[src/rtl/edp_vector_sequencer.sv]
// edp_vector_sequencer
//   EDP self-test sequencer. Plays a table of per-step stimulus (cache data
//   word + control word) into the EBOX data path. After each step it waits a
//   programmable settle time, then compares the observed AR against an
//   expected value under a mask. It reports pass/fail counts and the first
//   failing step.
// Ports
//   eboxClk, eboxReset   clock (posedge), asynchronous active-high reset
//   tblWe/tblAdr/tblStim/tblCtl/tblExp/tblMask
//                        table write port, honoured only while not busy
//   stepCount, loop      run length (0 = no-op) and rerun flag, sampled at start
//   start, abort         run control
//   EDP_AR               observed AR from edp
//   cacheDataRead, stimCtl, stimValid
//                        stimulus to edp, one stimValid strobe per step
//   busy, done           run in progress / one-cycle end-of-run pulse
//   errCount, firstFail, failed, passCount
//                        run results, held until the next start
module edp_vector_sequencer #(
  parameter int unsigned WIDTH   = 36,
  parameter int unsigned CTLW    = 24,
  parameter int unsigned DEPTH   = 16,
  parameter int unsigned LATENCY = 2,
  parameter int unsigned ERRW    = 8
) (
  input  logic                     eboxClk,
  input  logic                     eboxReset,
  input  logic                     tblWe,
  input  logic [$clog2(DEPTH)-1:0] tblAdr,
  input  logic [WIDTH-1:0]         tblStim,
  input  logic [CTLW-1:0]          tblCtl,
  input  logic [WIDTH-1:0]         tblExp,
  input  logic [WIDTH-1:0]         tblMask,
  input  logic [$clog2(DEPTH):0]   stepCount,
  input  logic                     start,
  input  logic                     loop,
  input  logic                     abort,
  input  logic [WIDTH-1:0]         EDP_AR,
  output logic [WIDTH-1:0]         cacheDataRead,
  output logic [CTLW-1:0]          stimCtl,
  output logic                     stimValid,
  output logic                     busy,
  output logic                     done,
  output logic [ERRW-1:0]          errCount,
  output logic [$clog2(DEPTH)-1:0] firstFail,
  output logic                     failed,
  output logic [15:0]              passCount
);
  localparam int unsigned AW = $clog2(DEPTH);
  localparam logic [3:0] SETTLE_INIT = 4'(LATENCY - 1);

  typedef enum logic [2:0] {S_IDLE, S_DRIVE, S_SETTLE, S_CHECK, S_DONE} state_t;

  logic [WIDTH-1:0] r_stimMem [DEPTH];
  logic [CTLW-1:0]  r_ctlMem  [DEPTH];
  logic [WIDTH-1:0] r_expMem  [DEPTH];
  logic [WIDTH-1:0] r_maskMem [DEPTH];

  state_t           r_state;
  logic [AW-1:0]    r_step;
  logic [AW:0]      r_count;
  logic             r_loop;
  logic [3:0]       r_settle;
  logic [WIDTH-1:0] r_data;
  logic [CTLW-1:0]  r_ctl;
  logic             r_stimValid;
  logic             r_busy;
  logic             r_done;
  logic [ERRW-1:0]  r_errCount;
  logic [AW-1:0]    r_firstFail;
  logic             r_failed;
  logic [15:0]      r_passCount;

  logic             w_mismatch;
  logic [AW:0]      w_stepInc;
  logic             w_more;
  logic [AW-1:0]    w_nextIdx;

  // Table is deliberately not reset; writes are locked out while a run is active.
  always_ff @(posedge eboxClk) begin
    if (tblWe && !r_busy) begin
      r_stimMem[tblAdr] <= tblStim;
      r_ctlMem[tblAdr]  <= tblCtl;
      r_expMem[tblAdr]  <= tblExp;
      r_maskMem[tblAdr] <= tblMask;
    end
  end

  assign w_mismatch = |((EDP_AR ^ r_expMem[r_step]) & r_maskMem[r_step]);
  assign w_stepInc  = {1'b0, r_step} + 1'b1;
  assign w_more     = (w_stepInc < r_count);
  // Step after CHECK: the next entry, or entry 0 when a looping run wraps.
  assign w_nextIdx  = w_more ? w_stepInc[AW-1:0] : '0;

  always_ff @(posedge eboxClk or posedge eboxReset) begin
    if (eboxReset) begin
      r_state     <= S_IDLE;
      r_step      <= '0;
      r_count     <= '0;
      r_loop      <= 1'b0;
      r_settle    <= '0;
      r_data      <= '0;
      r_ctl       <= '0;
      r_stimValid <= 1'b0;
      r_busy      <= 1'b0;
      r_done      <= 1'b0;
      r_errCount  <= '0;
      r_firstFail <= '0;
      r_failed    <= 1'b0;
      r_passCount <= '0;
    end else begin
      r_done <= 1'b0;
      case (r_state)
        S_IDLE: begin
          if (start && !abort) begin
            if (stepCount != '0) begin
              r_errCount  <= '0;
              r_failed    <= 1'b0;
              r_firstFail <= '0;
              r_passCount <= '0;
              r_step      <= '0;
              r_count     <= stepCount;
              r_loop      <= loop;
              r_busy      <= 1'b1;
              r_data      <= r_stimMem[0];
              r_ctl       <= r_ctlMem[0];
              r_stimValid <= 1'b1;
              r_state     <= S_DRIVE;
            end else begin
              r_done <= 1'b1;
            end
          end
        end
        S_DRIVE: begin
          r_stimValid <= 1'b0;
          r_ctl       <= '0;
          if (abort) begin
            r_busy  <= 1'b0;
            r_done  <= 1'b1;
            r_state <= S_DONE;
          end else if (LATENCY == 1) begin
            r_state <= S_CHECK;
          end else begin
            r_settle <= SETTLE_INIT;
            r_state  <= S_SETTLE;
          end
        end
        S_SETTLE: begin
          if (abort) begin
            r_busy  <= 1'b0;
            r_done  <= 1'b1;
            r_state <= S_DONE;
          end else if (r_settle <= 4'd1) begin
            r_state <= S_CHECK;
          end else begin
            r_settle <= r_settle - 4'd1;
          end
        end
        S_CHECK: begin
          if (abort) begin
            r_busy  <= 1'b0;
            r_done  <= 1'b1;
            r_state <= S_DONE;
          end else begin
            if (w_mismatch) begin
              if (r_errCount != '1) r_errCount <= r_errCount + 1'b1;
              if (!r_failed) r_firstFail <= r_step;
              r_failed <= 1'b1;
            end
            if (!w_more) r_passCount <= r_passCount + 16'd1;
            if (w_more || r_loop) begin
              r_step      <= w_nextIdx;
              r_data      <= r_stimMem[w_nextIdx];
              r_ctl       <= r_ctlMem[w_nextIdx];
              r_stimValid <= 1'b1;
              r_state     <= S_DRIVE;
            end else begin
              r_busy  <= 1'b0;
              r_done  <= 1'b1;
              r_state <= S_DONE;
            end
          end
        end
        S_DONE: begin
          r_state <= S_IDLE;
        end
        default: begin
          r_state <= S_IDLE;
        end
      endcase
    end
  end

  assign cacheDataRead = r_data;
  assign stimCtl       = r_ctl;
  assign stimValid     = r_stimValid;
  assign busy          = r_busy;
  assign done          = r_done;
  assign errCount      = r_errCount;
  assign firstFail     = r_firstFail;
  assign failed        = r_failed;
  assign passCount     = r_passCount;
endmodule
[config.mk]
export PLATFORM = sky130hd
export DESIGN_NAME = edp_vector_sequencer
export DESIGN_NICKNAME = d
export VERILOG_FILES = /design/src/rtl/edp_vector_sequencer.sv
export SDC_FILE = /design/constraint.sdc
export NUM_CORES = 2
export LEC_CHECK = 0
export CORE_UTILIZATION = 45
export DETAILED_ROUTE_END_ITERATION = 10
export PLACE_DENSITY = 0.61
export SETUP_SLACK_MARGIN = 0.5
export SYNTH_ARGS = -nofsm -noshare
export SYNTH_HDL_FRONTEND = slang
export SYNTH_SLANG_ARGS = --single-unit
export TNS_END_PERCENT = 50
[constraint.sdc]
create_clock -name eboxClk -period 27.1 [get_ports eboxClk]
set_clock_uncertainty 0.1 [all_clocks]
set_input_delay 2.71 -clock eboxClk [delete_from_list [all_inputs] [get_ports eboxClk]]
set_output_delay 2.71 -clock eboxClk [all_outputs]
set_load 0.005 [all_outputs]
Yosys cells after proc, flatten, opt, wreduce, memory -nomap -nowiden

Memory sizes are Yosys's and may differ from the RTL's.
Cells that the tools add are included.

Register bits: 109
RAM bits: 2112
Input port bits: 183
Output and inout bits: 92
Word-level logic and storage cells: 132
Memories: 4

Add/subtract/negate cells: 4
Magnitude comparators: 2
Equality and inequality tests: 18
Mux-type cells: 65
Bitwise logic cells: 2
Reduce and logical (&&, ||, !) cells: 23

Memories:

| memory    | depth | width | read ports | clocked after Yosys merged registers in | wr ports | line | text |
|---|---|---|---|---|---|---|---|
| r_expMem  | 16    | 36    | 1          | 0                                       | 1        | 56   | `logic [WIDTH-1:0] r_expMem [DEPTH];` |
| r_maskMem | 16    | 36    | 1          | 0                                       | 1        | 57   | `logic [WIDTH-1:0] r_maskMem [DEPTH];` |
| r_stimMem | 16    | 36    | 2          | 0                                       | 1        | 54   | `logic [WIDTH-1:0] r_stimMem [DEPTH];` |
| r_ctlMem  | 16    | 24    | 2          | 0                                       | 1        | 55   | `logic [CTLW-1:0] r_ctlMem [DEPTH];` |

Operators with widths:

| operator                                                              | count |
|---|---|
| 36-bit 2-to-1 mux                                                     | 4 |
| 24-bit 2-to-1 mux                                                     | 4 |
| 24-bit one-hot mux with 3 select lines                                | 1 |
| 36-bit one-hot mux with 2 select lines                                | 1 |
| 16-bit 2-to-1 mux                                                     | 4 |
| 4-bit 2-to-1 mux                                                      | 11 |
| 8-bit 2-to-1 mux                                                      | 5 |
| 36-bit bitwise AND                                                    | 1 |
| 36-bit OR reduction                                                   | 1 |
| 36-bit XOR                                                            | 1 |
| 16-bit one-hot mux with 2 select lines                                | 1 |
| 5-bit AND reduction                                                   | 5 |
| 4-bit one-hot mux with 2 select lines                                 | 3 |
| 2-bit inequality test, second input constant                          | 11 |
| 3-bit 2-to-1 mux                                                      | 7 |
| 1-bit 2-to-1 mux                                                      | 18 |
| 16-bit by 1-bit adder with 16-bit output, second input constant       | 1 |
| 8-bit one-hot mux with 2 select lines                                 | 1 |
| 3-bit one-hot mux with 4 select lines                                 | 1 |
| 6-bit AND reduction                                                   | 2 |
| 1-bit one-hot mux with 3 select lines                                 | 3 |
| 8-bit by 1-bit adder with 8-bit output, second input constant         | 1 |
| 8-bit inequality test, second input constant                          | 1 |
| 3-bit by 2-bit equality test with 1-bit output, second input constant | 2 |
| other kinds (18)                                                      | 24 |

Longest topological paths before layout

An unclocked memory read counts as a cell.

Depth in word-level cells: 7
Depth in mapped cells: 19
Gate-level depth less buffers: 14

Least setup slack after synthesis

No wires, ideal clock.

Path kind: input port to flip-flop
Start: input tblWe
End: memory r_ctlMem[8][0], enable pin
Setup time: 0.787 ns
Data arrival time: 12.174 ns
Data required time: 26.213 ns
Path slack: 14.039 ns
Stages on the path: 3
Path buffers: 0
Cell sequence: nand2b_1 > or3b_2 > nor3_1

Longest elaborated chain between the ends: 3

RTL lines:

| item                                   | line | text |
|---|---|---|
| from (decl)                            | 28   | `input logic tblWe,` |
| 1-bit logical AND                      | 81   | `if (tblWe && !r_busy) begin` |
| 1-bit 2-to-1 mux                       | 81   |  |
| 1-bit 2-to-1 mux (implied by the code) | 83   | `r_ctlMem[tblAdr] <= tblCtl;` |
| to (decl)                              | 55   |  |

No other way between the ends.

Worst setup path after layout

Start: input EDP_AR[22]
End: register r_failed (netlist: failed)

Longest elaborated chain between the ends: 5

RTL lines:

| item                                   | line | text |
|---|---|---|
| from (decl)                            | 38   | `input logic [WIDTH-1:0] EDP_AR,` |
| 36-bit XOR                             | 89   | `assign w_mismatch = \|((EDP_AR ^ r_expMem[r_step]) & r_maskMem[r_step]);` |
| 36-bit bitwise AND                     | 89   |  |
| 36-bit OR reduction                    | 89   |  |
| 2-bit inequality test (no source line) | -    |  |
| 5-bit AND reduction (no source line)   | -    |  |
| to (signal assigned)                   | 109  | `r_failed <= 1'b0;` |
| to (signal assigned)                   | 118  | `r_failed <= 1'b0;` |
| to (signal assigned)                   | 168  | `r_failed <= 1'b1;` |
| to (decl)                              | 71   | `logic r_failed;` |

No other way between the ends.
A chain may end at the register's enable or synchronous reset.

==> key figures <==
Status
  • Status: finished, final reports clean

Worst setup path
  • CP Launch Type: primary input
  • FF-to-FF setup slack: 20.85 ns
  • Arrival @ worst endpoint: 7.11 ns
  • Worst setup EP type: register
  • Crit path max fanout: 16
  • Required time worst endpoint: 27.74 ns
  • CP Class: in -> reg

CTS
  • Sink Count: 2221
  • Post-cts resize count: 0
  • H-tree depth: 4
  • Clock tree buffer depth: 3
  • Setup repair bufs after CTS: 0
  • CTS tree: built
  • Clock Latency Late Sink: 0.85 ns
  • Clk slew on worst S/H paths: 0.06 ns
  • Num CTS Buffers: 221
  • Clock root cell: clkbuf_16
  • Post-CTS Hold Fix Bufs: 0

Placed design
  • Dpl hpwl: 128000 microns
  • Placer Congestion: 0.781
  • IO Port Bufs: 274

Floorplan
  • Io pins: 275
  • Die area: 195000 sq um
  • Die Ht: 442 microns
  • Row cnt: 160
  • Core ar.: 191000 sq um
  • DIE WIDTH: 442 microns
  • Initial core utilization: 45.5%

Timing
  • RSZ-0062 raised after global routing: false
  • Slew headroom: 16.7%
  • Fin Hold WS: 0.387 ns
  • Fin crit share: 23.9%
  • Final Slew Violations: 0
  • Final Hold Fails: 0
  • Slew of the pin with the lowest slew margin: 1.24 ns
  • Final Setup Violations: 0
  • Fmax: 0.155 GHz
  • TNS Setup: 0 ns
  • Min cycle time layout: 6.47 ns

Detailed routing
  • ANT nets after route: 0
  • DR iter-0 viols: 4673
  • Drt drc: 0
  • First drt pass iteration count: 5
  • DR vias/cell: 5.92
  • Via Count: 48500
  • Wire per inst: 28.9 microns
  • WL final: 237000 microns

Power and ir drop
  • Clock power frac: 33.8%
  • VDD IR max: 0.0659 mV
  • Leakage: 32.0 nW
  • Int Pwr: 6.17 mW
  • Total Power: 8.71 mW
  • Logic pwr share: 20.6%
  • Sequential power share: 45.5%
  • Switching Fraction: 29.2%
  • NetSw: 2.54 mW
  • Pwr Density: 87.5 nW/um^2

Global route
  • First-pass GRT wire length: 340000 microns
  • Gr ovfl total: 0
  • Initial antenna violation count: 31
  • Largest net degree at the start of global routing: 130
  • Vias in the first global route: 48400
  • Total track usage: 24.2%

Min path
  • Hold Crit Class: reg -> reg

Logic synthesis
  • Syn Area/Cell: 16.8 sq um
  • Cells after synthesis: 5185
  • Largest cells by area after synthesis: edfxtp_1 (73%), xor2_1 (4.4%), dfrtp_1 (3.1%)
  • Post-synth top area cell: edfxtp_1
  • Yosys cell types: 79
  • Main synth FF type: edfxtp_1
  • Top cells by count, synth: edfxtp_1 (2112), xor2_1 (438), nand2_1 (301), a21oi_1 (208), nor2_1 (183)
  • Mapped Area: 86900 sq um
  • Syn nets: 5377
  • Synth top area share: 73.0%
  • Synth warn: 0
  • Register area share after synthesis: 76.1%
  • Synth Register Bits: 2221
  • Post-synth EDFFs: 2112
  • Most common cell in the netlist: edfxtp_1
  • Post-synth ARST share: 4.91%

Job
  • Max Cap Viol: 0

Final layout
  • Area delta synth->final: 14.5%
  • Share of cells above drive strength 1: 11.0%
  • Nets@finish: 5677
==> layer usage <==
metal  up-vias  track usage [%]  part of all wire (%)
met5         -                0                 0.082
met4        32             7.31                   2.7
met3       356             3.80                   6.3
met2      1659             40.4                    49
met1     25300             32.5                    42
li1      21100                -                     -
==> logic make-up after synthesis <==
family                     count (synthesis)  synth area share (%)
adders and majority gates                  9                 0.130
AOI/OAI and AO/OA                       1034                  8.27
DFF                                     2221                  76.1
xor gates and xnor gates                 458                  4.61
buffers and inverters                    351                  1.87
and+or+nand+nor                          812                  4.28
muxes                                    300                  4.74
==> state kept, by name, indices dropped and copies added, names as in the netlist <==
register / cells
r_settle: 4
r_loop: 1
stimValid: 1
errCount: 8
failed: 1
r_ctlMem: 384
r_maskMem: 576
r_state: 3
stimCtl: 24
r_count: 5
r_stimMem: 576
cacheDataRead: 36
firstFail: 4
passCount: 16
done: 1
r_step: 4
r_expMem: 576
busy: 1
==> layout by cell type, fill, tap and decap left out, types with 44 or more instances in the layout <==
master and count:
edfxtp_1 2112, xor2_1 438, nand2_1 298, clkdlybuf4s50_1 274
clkbuf_16 221, a21oi_1 206, o21ai_0 177, nor2_1 166
mux2i_1 152, nand3_1 115, a221oi_1 115, dfrtp_1 106
buf_4 97, mux4_2 83, o221ai_1 82, o22ai_1 65
mux2_2 65, a211oi_1 56, clkinv_1 50, o211ai_1 49
nor3_1 48, clkbuf_1 47, a31oi_1 45, clkinv_2 44
==> critical path, stage by stage <==
cell and delay (ns):
clkdlybuf4s50_1 0.97, xor2_1 0.34, and3_1 0.23, a311o_1 0.32
a31oi_1 0.47, o211ai_1 0.23, a2111oi_2 0.38, nand3_1 0.47
a21oi_2 0.50, a21oi_1 0.22, o21a_1 0.25
==> path summary, 6_finish.rpt <==
path	startpoint	to	cells past startpoint
worst max register to register	r_step[0]$_DFFE_PP0P_	stimCtl[4]$_DFFE_PP0P_	16
min in group asynchronous	eboxReset	passCount[14]$_DFFE_PP0P_	2
max in group asynchronous	eboxReset	r_step[1]$_DFFE_PP0P_	3
worst min-delay path	r_loop$_DFFE_PP0P_	r_loop$_DFFE_PP0P_	2
worst max-delay path	EDP_AR[22]	failed$_DFFE_PP0P_	11
worst min register to register	r_loop$_DFFE_PP0P_	r_loop$_DFFE_PP0P_	2
==> final cells by class <==
type                       instances  area [sq um]
multi-input combinational       2613         19400
inverter                          49           196
fill                           15400         91500
sequential                      2221         66200
antenna                            7          17.5
clock inverter                   128          1130
tap                             2511          3140
clock buffer                     279          5860
timing repair buffer             379          3630
==> per-stage QoR <==
stage	worst slack (ns)	utilization (%)	instances	cell area, sq um
4_1_cts	20.64	52.1	8180	99500
3_3_place_gp	19.76	48.4	7773	92500
5_1_grt	20.47	52.1	8183	99500
3_5_place_dp	19.72	48.4	7773	92500
6_report	20.63	52.1	8187	99500
2_1_floorplan	14.04	-	5185	86900
==> power by group through the flow <==
| stage | registers, mW | logic (mW) | clock network, mW |
|---|---|---|---|
| floorplan | 4.01 | 1.11 | 0 |
| global placement | 4.04 | 1.77 | 0 |
| detailed placement | 4.04 | 1.80 | 0 |
| CTS | 3.97 | 1.80 | 3.00 |
| global route | 3.98 | 1.93 | 3.13 |
| finish | 3.97 | 1.80 | 2.95 |
Note: power is estimated with default switching activity, not from simulation.
